<file path="src/rtl/alu8_if.sv">
// alu8_if: operand, opcode, result and flag bundle between the pipeline control and alu8
// Carries the overflow flag only when ALU_OVERFLOW_EN is defined.
interface alu8_if #(parameter int WIDTH = 8);
    logic [WIDTH-1:0] A, B, R;
    logic carry_in, is_shift, update_z_c;
    logic [1:0] scode;
    logic [2:0] acode;
    logic zero, carry_out;
`ifdef ALU_OVERFLOW_EN
    logic overflow;
`endif
    modport master (
        output A, B, carry_in, is_shift, update_z_c, scode, acode,
        input R, zero, carry_out
`ifdef ALU_OVERFLOW_EN
        , overflow
`endif
    );
    modport slave (
        input A, B, carry_in, is_shift, update_z_c, scode, acode,
        output R, zero, carry_out
`ifdef ALU_OVERFLOW_EN
        , overflow
`endif
    );
endinterface

</file>
<file path="src/rtl/alu8.sv">
// alu8: combinational ALU/shifter result with registered zero/carry flags
// Optional registered signed overflow flag enabled by ALU_OVERFLOW_EN.
module alu8 #(parameter int WIDTH = 8) (
    input logic clk,
    input logic rst,
    alu8_if.slave bus
);
    localparam int SW = $clog2(WIDTH);
    logic [WIDTH-1:0] a, b, r, lg, sh;
    logic [SW-1:0] n;
    logic [WIDTH:0] add_r, sub_r, sl, sr;
    logic [2*WIDTH-1:0] rl, rr;
    logic cin, c, upd_c;
`ifdef ALU_OVERFLOW_EN
    logic v;
`endif
    assign a = bus.A;
    assign b = bus.B;
    assign bus.R = r;
    always_comb begin
        n = b[SW-1:0];
        cin = bus.acode[0] & bus.carry_in;
        add_r = {1'b0, a} + {1'b0, b} + {{WIDTH{1'b0}}, cin};
        sub_r = {1'b0, a} - {1'b0, b} - {{WIDTH{1'b0}}, cin};
        // extra guard bit catches the last bit shifted out on either side
        sl = {1'b0, a} << n;
        sr = {a, 1'b0} >> n;
        rl = {a, a} << n;
        rr = {a, a} >> n;
        lg = bus.acode[1:0] == 2'b00 ? a & b :
             bus.acode[1:0] == 2'b01 ? a | b :
             bus.acode[1:0] == 2'b10 ? a ^ b : a & ~b;
        sh = bus.scode == 2'b00 ? sl[WIDTH-1:0] :
             bus.scode == 2'b01 ? sr[WIDTH:1] :
             bus.scode == 2'b10 ? rl[2*WIDTH-1:WIDTH] : rr[WIDTH-1:0];
        r = bus.is_shift ? sh : bus.acode[2] ? lg :
            bus.acode[1] ? sub_r[WIDTH-1:0] : add_r[WIDTH-1:0];
        c = bus.is_shift ? (bus.scode[0] ? sr[0] : sl[WIDTH]) :
            bus.acode[1] ? sub_r[WIDTH] : add_r[WIDTH];
        upd_c = bus.is_shift ? n != '0 : !bus.acode[2];
`ifdef ALU_OVERFLOW_EN
        v = bus.acode[1] ? (a[WIDTH-1] != b[WIDTH-1]) && (sub_r[WIDTH-1] != a[WIDTH-1]) :
                           (a[WIDTH-1] == b[WIDTH-1]) && (add_r[WIDTH-1] != a[WIDTH-1]);
`endif
    end
    always_ff @(posedge clk) begin
        if (rst) begin
            bus.zero <= 1'b0;
            bus.carry_out <= 1'b0;
        end else if (bus.update_z_c) begin
            bus.zero <= r == '0;
            if (upd_c) bus.carry_out <= c;
        end
    end
`ifdef ALU_OVERFLOW_EN
    always_ff @(posedge clk) begin
        if (rst) bus.overflow <= 1'b0;
        else if (bus.update_z_c && !bus.is_shift && !bus.acode[2]) bus.overflow <= v;
    end
`endif
endmodule

</file>
<file path="src/flat_wrapper.sv">
// flat-port wrapper written by rule: the top's interface ports become plain ports
module alu8_flat 
#(parameter int WIDTH = 8)
  (clk, rst, bus_A, bus_B, bus_carry_in, bus_is_shift, bus_update_z_c, bus_scode, bus_acode, bus_R, bus_zero, bus_carry_out);
  alu8_if #(.WIDTH(WIDTH)) bus_i ();
  input logic clk;
  input logic rst;
  input wire logic [$bits(bus_i.A)-1:0] bus_A;
  input wire logic [$bits(bus_i.B)-1:0] bus_B;
  input wire logic [$bits(bus_i.carry_in)-1:0] bus_carry_in;
  input wire logic [$bits(bus_i.is_shift)-1:0] bus_is_shift;
  input wire logic [$bits(bus_i.update_z_c)-1:0] bus_update_z_c;
  input wire logic [$bits(bus_i.scode)-1:0] bus_scode;
  input wire logic [$bits(bus_i.acode)-1:0] bus_acode;
  output wire logic [$bits(bus_i.R)-1:0] bus_R;
  output wire logic [$bits(bus_i.zero)-1:0] bus_zero;
  output wire logic [$bits(bus_i.carry_out)-1:0] bus_carry_out;
  assign bus_i.A = bus_A;
  assign bus_i.B = bus_B;
  assign bus_i.carry_in = bus_carry_in;
  assign bus_i.is_shift = bus_is_shift;
  assign bus_i.update_z_c = bus_update_z_c;
  assign bus_i.scode = bus_scode;
  assign bus_i.acode = bus_acode;
  assign bus_R = bus_i.R;
  assign bus_zero = bus_i.zero;
  assign bus_carry_out = bus_i.carry_out;
  alu8 #(.WIDTH(WIDTH)) u_core (.clk(clk), .rst(rst), .bus(bus_i));
endmodule
</file>
<file path="config.mk">
export PLATFORM = sky130hd
export DESIGN_NAME = alu8_flat
export DESIGN_NICKNAME = d
export VERILOG_FILES = /design/src/rtl/alu8_if.sv /design/src/rtl/alu8.sv /design/src/flat_wrapper.sv
export SDC_FILE = /design/constraint.sdc
export NUM_CORES = 1
export LEC_CHECK = 0
export ABC_AREA = 1
export ABC_CLOCK_PERIOD_IN_PS = 4200
export BUFFER_PORTS_ARGS = -buffer_cell sky130_fd_sc_hd__buf_4
export CAP_MARGIN = 20
export CORE_ASPECT_RATIO = 1.75
export CORE_UTILIZATION = 47
export CTS_BUF_LIST = sky130_fd_sc_hd__clkbuf_4 sky130_fd_sc_hd__clkbuf_8
export DETAILED_ROUTE_END_ITERATION = 16
export PLACE_DENSITY = 0.67
export SLEW_MARGIN = 10
export SYNTH_ARGS = -nofsm -noshare
export SYNTH_HDL_FRONTEND = slang
export SYNTH_SLANG_ARGS = --single-unit
</file>
<file path="constraint.sdc">
create_clock -name clk -period 4.2 [get_ports clk]
set_input_delay 0.21 -clock clk [delete_from_list [all_inputs] [get_ports clk]]
set_output_delay 0.21 -clock clk [all_outputs]
set_load 0.01 [all_outputs]
</file>
### After elaboration in Yosys (flattened, before gate mapping)

Index checks and enable logic that the tools add are counted.

* multiplexer cells: 13
* $add $sub $neg: 4
* bitwise operators: 6
* shifts and indexed selects: 4
* reductions and logical operators: 6
* equality and inequality tests: 4

Operator list (number)
* $mux W8: 9
* $and A8 B8 Y8: 2
* $shl A16 B3 Y16: 1
* $shr A16 B3 Y8: 1
* $add A8 B8 Y9: 1
* $add A9 B1 Y9: 1
* $shl A8 B3 Y9: 1
* $shr A9 B3 Y9: 1
* $sub A8 B8 Y9: 1
* $sub A9 B1 Y9: 1
* $logic_not A8 Y1: 1
* $not A8 Y8: 1
* $or A8 B8 Y8: 1
* $xor A8 B8 Y8: 1
* $eq A2 B1 Y1 const B: 2
* $eq A2 B2 Y1 const B: 2
* $logic_not A2 Y1: 2
* $mux W1: 4
* $reduce_bool A3 Y1: 1
* $reduce_and A2 Y1: 1
* $and A1 B1 Y1: 1
* $logic_not A1 Y1: 1

* bits of input ports: 26
* output and inout bits: 10
* register bits: 2
* logic and storage cells: 39

### Depth between registers and ports, before layout

* word-level depth: 8
* gate-level depth with buffers: 20
* gate-level depth less buffers: 19

### Least setup slack after synthesis

Ideal clock, no wire load.

* kind: input port to flip-flop
* from: in bus_B[0]
* to: reg u_core.bus.zero
* slack: 1.992 ns
* data arrival time: 2.138 ns
* setup time: 0.070 ns
* cell stages on the path: 17
* buffers on the path: 1
* required time: 4.130 ns
* cells stage by stage: buf_6 -> inv_6 -> fa_1 -> inv_1 -> ha_1 -> or2_2 -> nand3b_1 -> nand2_1 -> nand2_1 -> nand3_1 -> nand3_1 -> nand2_1 -> nand2_1 -> nand2_1 -> nor2_1 -> nand2_1 -> a21oi_1

* word-level cells in the longest chain between the ends: 8
* elaborated cells on any way between the ends: 23
* classes of those cells: 4 x add/sub; 4 x shift; 9 x mux; 5 x bitwise; 1 x reduce/logical

Ends and longest elaborated chain
* start, declared: RTL line flat_wrapper.sv:9 `input wire logic [$bits(bus_i.B)-1:0] bus_B;`
* parallel branches: the longest is 6 deep, another holds $add A8 B8 Y9
* $mux W8 *: RTL line alu8.sv:36 `r = bus.is_shift ? sh : bus.acode[2] ? lg :`
* $logic_not A8 Y1 *: RTL line alu8.sv:51 `bus.zero <= r == '0;`
* end signal, assigned: RTL line alu8.sv:48 `bus.zero <= 1'b0;`
* end signal, assigned: RTL line alu8.sv:51
* end, declared: RTL line alu8_if.sv:21 `output R, zero, carry_out`

Every way passes the cells marked *.
A chain may end at the register's enable or synchronous reset.

### Final worst setup path

* from: in bus_B[2]
* to: out bus_R[6]

* word-level cells in the longest chain between the ends: 5
* elaborated cells on any way between the ends: 14
* classes of those cells: 4 x add/sub; 4 x shift; 6 x mux

Ends and longest elaborated chain
* $add A8 B8 Y9 (tied with other cells): RTL line alu8.sv:23 `add_r = {1'b0, a} + {1'b0, b} + {{WIDTH{1'b0}}, cin};`
* $add A9 B1 Y9 (tied with other cells): RTL line alu8.sv:23
* $mux W8, on equally long branches: RTL line alu8.sv:37, alu8.sv:34
* $mux W8, on equally long branches: RTL line alu8.sv:36, alu8.sv:33
* $mux W8 *: RTL line alu8.sv:36
* end, declared: RTL line flat_wrapper.sv:15 `output wire logic [$bits(bus_i.R)-1:0] bus_R;`

Mark *: on every way between the ends. The rest lies on a longest branch, timed or not.

==> results.env <==
SYNTHFLOPTYPE='dfxtp_1'
CRITPATHMAXFANOUT=23
BOUNDARYPINS=36
HOLD_VIOL=0
PLACEMENT_ROWS=36
PLACE.DETAILED.INSTANCES=595
VIOLATED_CHECKS='design-rule violations'
DIE_HEIGHT_UM=102
BUFFER_DEPTH_OF_THE_LONGEST_CLOCK_PATH=2
CTS_INSERTED_BUFFERS=3
FIN_TNS_SETUP_PS=0
POST_SYN_AREA_UM2=2670
HOLDCRITPATHCLASS='input port to register'
VIA_PER_INST=5.53
CRITPATHCAPTURETYPE='primary output'
GROUTE.USAGE.OVERALL=0.312
NUMBER_OF_INSTANCES_IN_THE_SYNTHESIZED_NETLIST=503
POWER-PER-CELL-AREA_nW_PER_UM2=164
NUM_VIAS=3305
CTS.REPORTEDPATHS.CLKPINSLEW_PS=30
AREAGROWTHSYNTHTOFINISH_PCT=10.5
CP-ENDPOINT='bus_R[6]'
DRT_DRC_VIOLATIONS_LEFT=1
FINALSETUPVIOLATIONS=0
CP-START-KIND='input port'
DESIGN.CORE.AREA_UM2=5540
GRT_PASS1_VIAS=3109
SYNTH-EDFF-COUNT=0
CRIT_PATH_MAX_INCR_DELAY_PS=530
WIRE_PER_INST_UM=15.0
INITIAL_CORE_UTIL=0.482
WORST_IR_DROP_VDD_uV=75.8
TIMING.HOLD.WORST_PATH_DEPTH=2
ANTENNA_FOUND_INITIAL=0
FINAL_NETS=592
CRIT_PATH_MAX_DELAY_CELL_TYPE='inv_1'
HTREE_LEVELS=1
POSTCTSSETUPBUFFERS=0
MET3ROUTEDLENGTH_UM=328
REGTOREGSETUPSLACK_PS=3590
SYNTHDISTINCTLIBCELLS=31
POSTCTSHOLDBUFS=0
WORST_SLEW_PIN_SLEW_PS=688
DIE_AREA_UM2=6000
DETAIL_ROUTE.WIRELENGTH.MET1_UM=3300
SYNTH.AVG_CELL_AREA_UM2=5.31
ASYNCSETRESETFLOPFRACSYNTH=0
SYNTH-WARNING-COUNT=0
TIMING.FMAX_MHz=370
CTS_RESIZED=0
CTSROOTBUFFERMASTER='clkbuf_8'
FINALWEIGHTEDCONGESTION=0.951
CLOCK_SINKS=2
DR.MAX_LAYER_USED='met4'
FINALWIRELENGTH_UM=8950
PINS_OVER_THEIR_SLEW_LIMIT=0
SYNTH.FF_LATCH_COUNT=2
PLACE.DETAILED.HPWL_UM=7240
DIE_WIDTH_UM=59.0
FINALWORSTPATHREQUIREDPERIOD_PS=2700
FIRST_PASS_ITERS=12
ANTENNA-DIODE-COUNT=0
ANT_NETS=0
CRIT_PATH_FREQUENT_CELL='nand2_1'
WORST_HOLD_SLACK_PS=160
CRITICAL_PATH.REG2REG.STARTPOINT='u_core.bus.carry_out'
MET2WIRELENGTH_UM=4730
POST_LAYOUT_INSTANCE_COUNT_EXCLUDING_FILLER_CELLS=598
SETUP_CRIT_PATH_KIND='input port to primary output'
DETAILEDROUTE.FIRSTITERATIONVIOLATIONS=257
SLEW-LIMIT-HEADROOM=0.541
SYNTH_SEQ_AREA_SHARE=0.0150
GRT_PASS1_WL_UM=14300
RSZ_0062_RAISED_AFTER_GLOBAL_ROUTING='false'
FILL_CELLS=633
MAPPEDNETLISTNETS=571
REQUIRED_PS=3990
PORT_BUFFERS=35
MAXCAP_VIOL_COUNT=0
POWER.STATIC_LEAKAGE_nW=1.72
WORSTREGTOREGCELLS=2
FINAL.PERIOD_UTILIZATION=0.643
CRITICAL_PATH.CELL_CHAIN='buf_4 -> inv_1 -> ha_1 -> a21oi_1 -> nand2_1 -> nand2_1 -> nand2_1 -> nand2_1 -> nand3_1 -> nand3_1 -> nand2_1 -> nand2_1 -> inv_1 -> buf_4'
TIMING.RR.END='u_core.bus.carry_out'
DRIVE_GT1_FRAC=0.111
CTS_TREE='done'
WORST_EP_ARRIVAL_TIME_PS=2490
WORST_SKEW_PAIR.LATE_LATENCY_PS=210
LARGEST_NET_DEGREE_AT_THE_START_OF_GLOBAL_ROUTING=26
FIN_SKEW_PS=0
GRT.OVERFLOW.TOTAL=0
RUN_STATUS='finished, violations left'
CRIT_START='bus_B[2]'
==> routing by layer <==
metal	vias up	track usage
met1	1490	0.319
met4	0	0.196
met5	-	0
met2	116	0.586
li1	1654	-
met3	45	0.0255
==> metrics by stage <==
step / instance area [µm²] / power (mW) / util / setup slack (ps)
floorplan: 2670 / 0.288 / - / 1990
global placement: 2910 / 0.398 / 0.525 / 1570
detailed placement: 2910 / 0.401 / 0.525 / 1530
CTS: 2950 / 0.479 / 0.533 / 1530
global route: 2950 / 0.531 / 0.533 / 1330
finish: 2950 / 0.484 / 0.533 / 1500
==> critical path, delay by kind of cell <==
kind                     cells  cell delay [ps]
AND/OR/NAND/NOR              8              670
AO/OA/AOI/OAI                1              230
adder cells (fa/ha/maj)      1              460
buffers and inverters        4              900
==> layout by cell type, fill, tap and decap left out, drive strengths merged <==
| cell | netlist | final |
|---|---|---|
| nand2 | 184 | 184 |
| nand3 | 78 | 78 |
| inv | 67 | 67 |
| ha | 38 | 38 |
| buf | 15 | 35 |
| nor2 | 34 | 34 |
| a21oi | 32 | 32 |
| o21ai | 21 | 21 |
| nand3b | 7 | 7 |
| fa | 4 | 4 |
| o211ai | 3 | 3 |
| nand4 | 3 | 3 |
| clkbuf | 4 | 3 |
| nor3 | 2 | 2 |
| a31oi | 2 | 2 |
| xor2 | 2 | 2 |
| dfxtp | 2 | 2 |
| or2 | 1 | 1 |
| o221ai | 1 | 1 |
| o2111ai | 1 | 1 |
| a41oi | 1 | 1 |
| o21bai | 1 | 1 |
==> area by class of cell <==
type                            count  area (µm²)  area share
Timing Repair Buffer               35         263      0.0890
Multi-Input combinational cell    415        2260       0.764
Clock buffer                        3        41.3      0.0140
Tap cell                           76        95.1      0.0322
Sequential cell                     2        40.0      0.0136
Inverter                           67         256      0.0869
==> kinds of logic (layout without fill, tap and decap cells) <==
| logic type | count (synthesis) | in the layout | synth area share |
|---|---|---|---|
| adder cells (fa/ha/maj) | 42 | 42 | 0.208 |
| AND/OR/NAND/NOR | 309 | 309 | 0.505 |
| buffers and inverters | 86 | 105 | 0.140 |
| flip-flops | 2 | 2 | 0.0150 |
| AO/OA/AOI/OAI | 62 | 62 | 0.125 |
| XOR/XNOR | 2 | 2 | 0.00656 |
==> report_power, final <==
group / leakage (nW) / internal, mW / total, mW / switching, mW
registers: 0.0163 / 0.0201 / 0.0205 / 0.000475
clock network: 0.0216 / 0.0607 / 0.0771 / 0.0164
logic: 1.68 / 0.139 / 0.387 / 0.248
==> Yosys cell counts (4+ instances only) <==
cell type | count | share of area
a21oi_1 | 32 | 0.060
buf_2 | 7 | 0.013
buf_4 | 6 | 0.017
clkbuf_1 | 4 | 0.0056
fa_1 | 4 | 0.030
ha_1 | 38 | 0.18
inv_1 | 63 | 0.089
nand2_1 | 174 | 0.24
nand2_2 | 9 | 0.021
nand3_1 | 78 | 0.15
nand3b_1 | 7 | 0.020
nor2_1 | 29 | 0.041
o21ai_0 | 15 | 0.028
o21ai_1 | 6 | 0.011
==> registers in the layout, indices dropped and copies added, names as in the netlist <==
| register | count |
|---|---|
| u_core.bus.carry_out | 1 |
| u_core.bus.zero | 1 |
==> worst min-delay path by stage <==
stage | startpoint | to
6_report | rst | u_core.bus.zero
5_1_grt | rst | u_core.bus.zero
4_1_cts | rst | u_core.bus.zero
3_5_place_dp | rst | u_core.bus.zero
3_3_place_gp | rst | u_core.bus.zero
2_1_floorplan | rst | u_core.bus.zero
(Power assumes the default switching activity.)
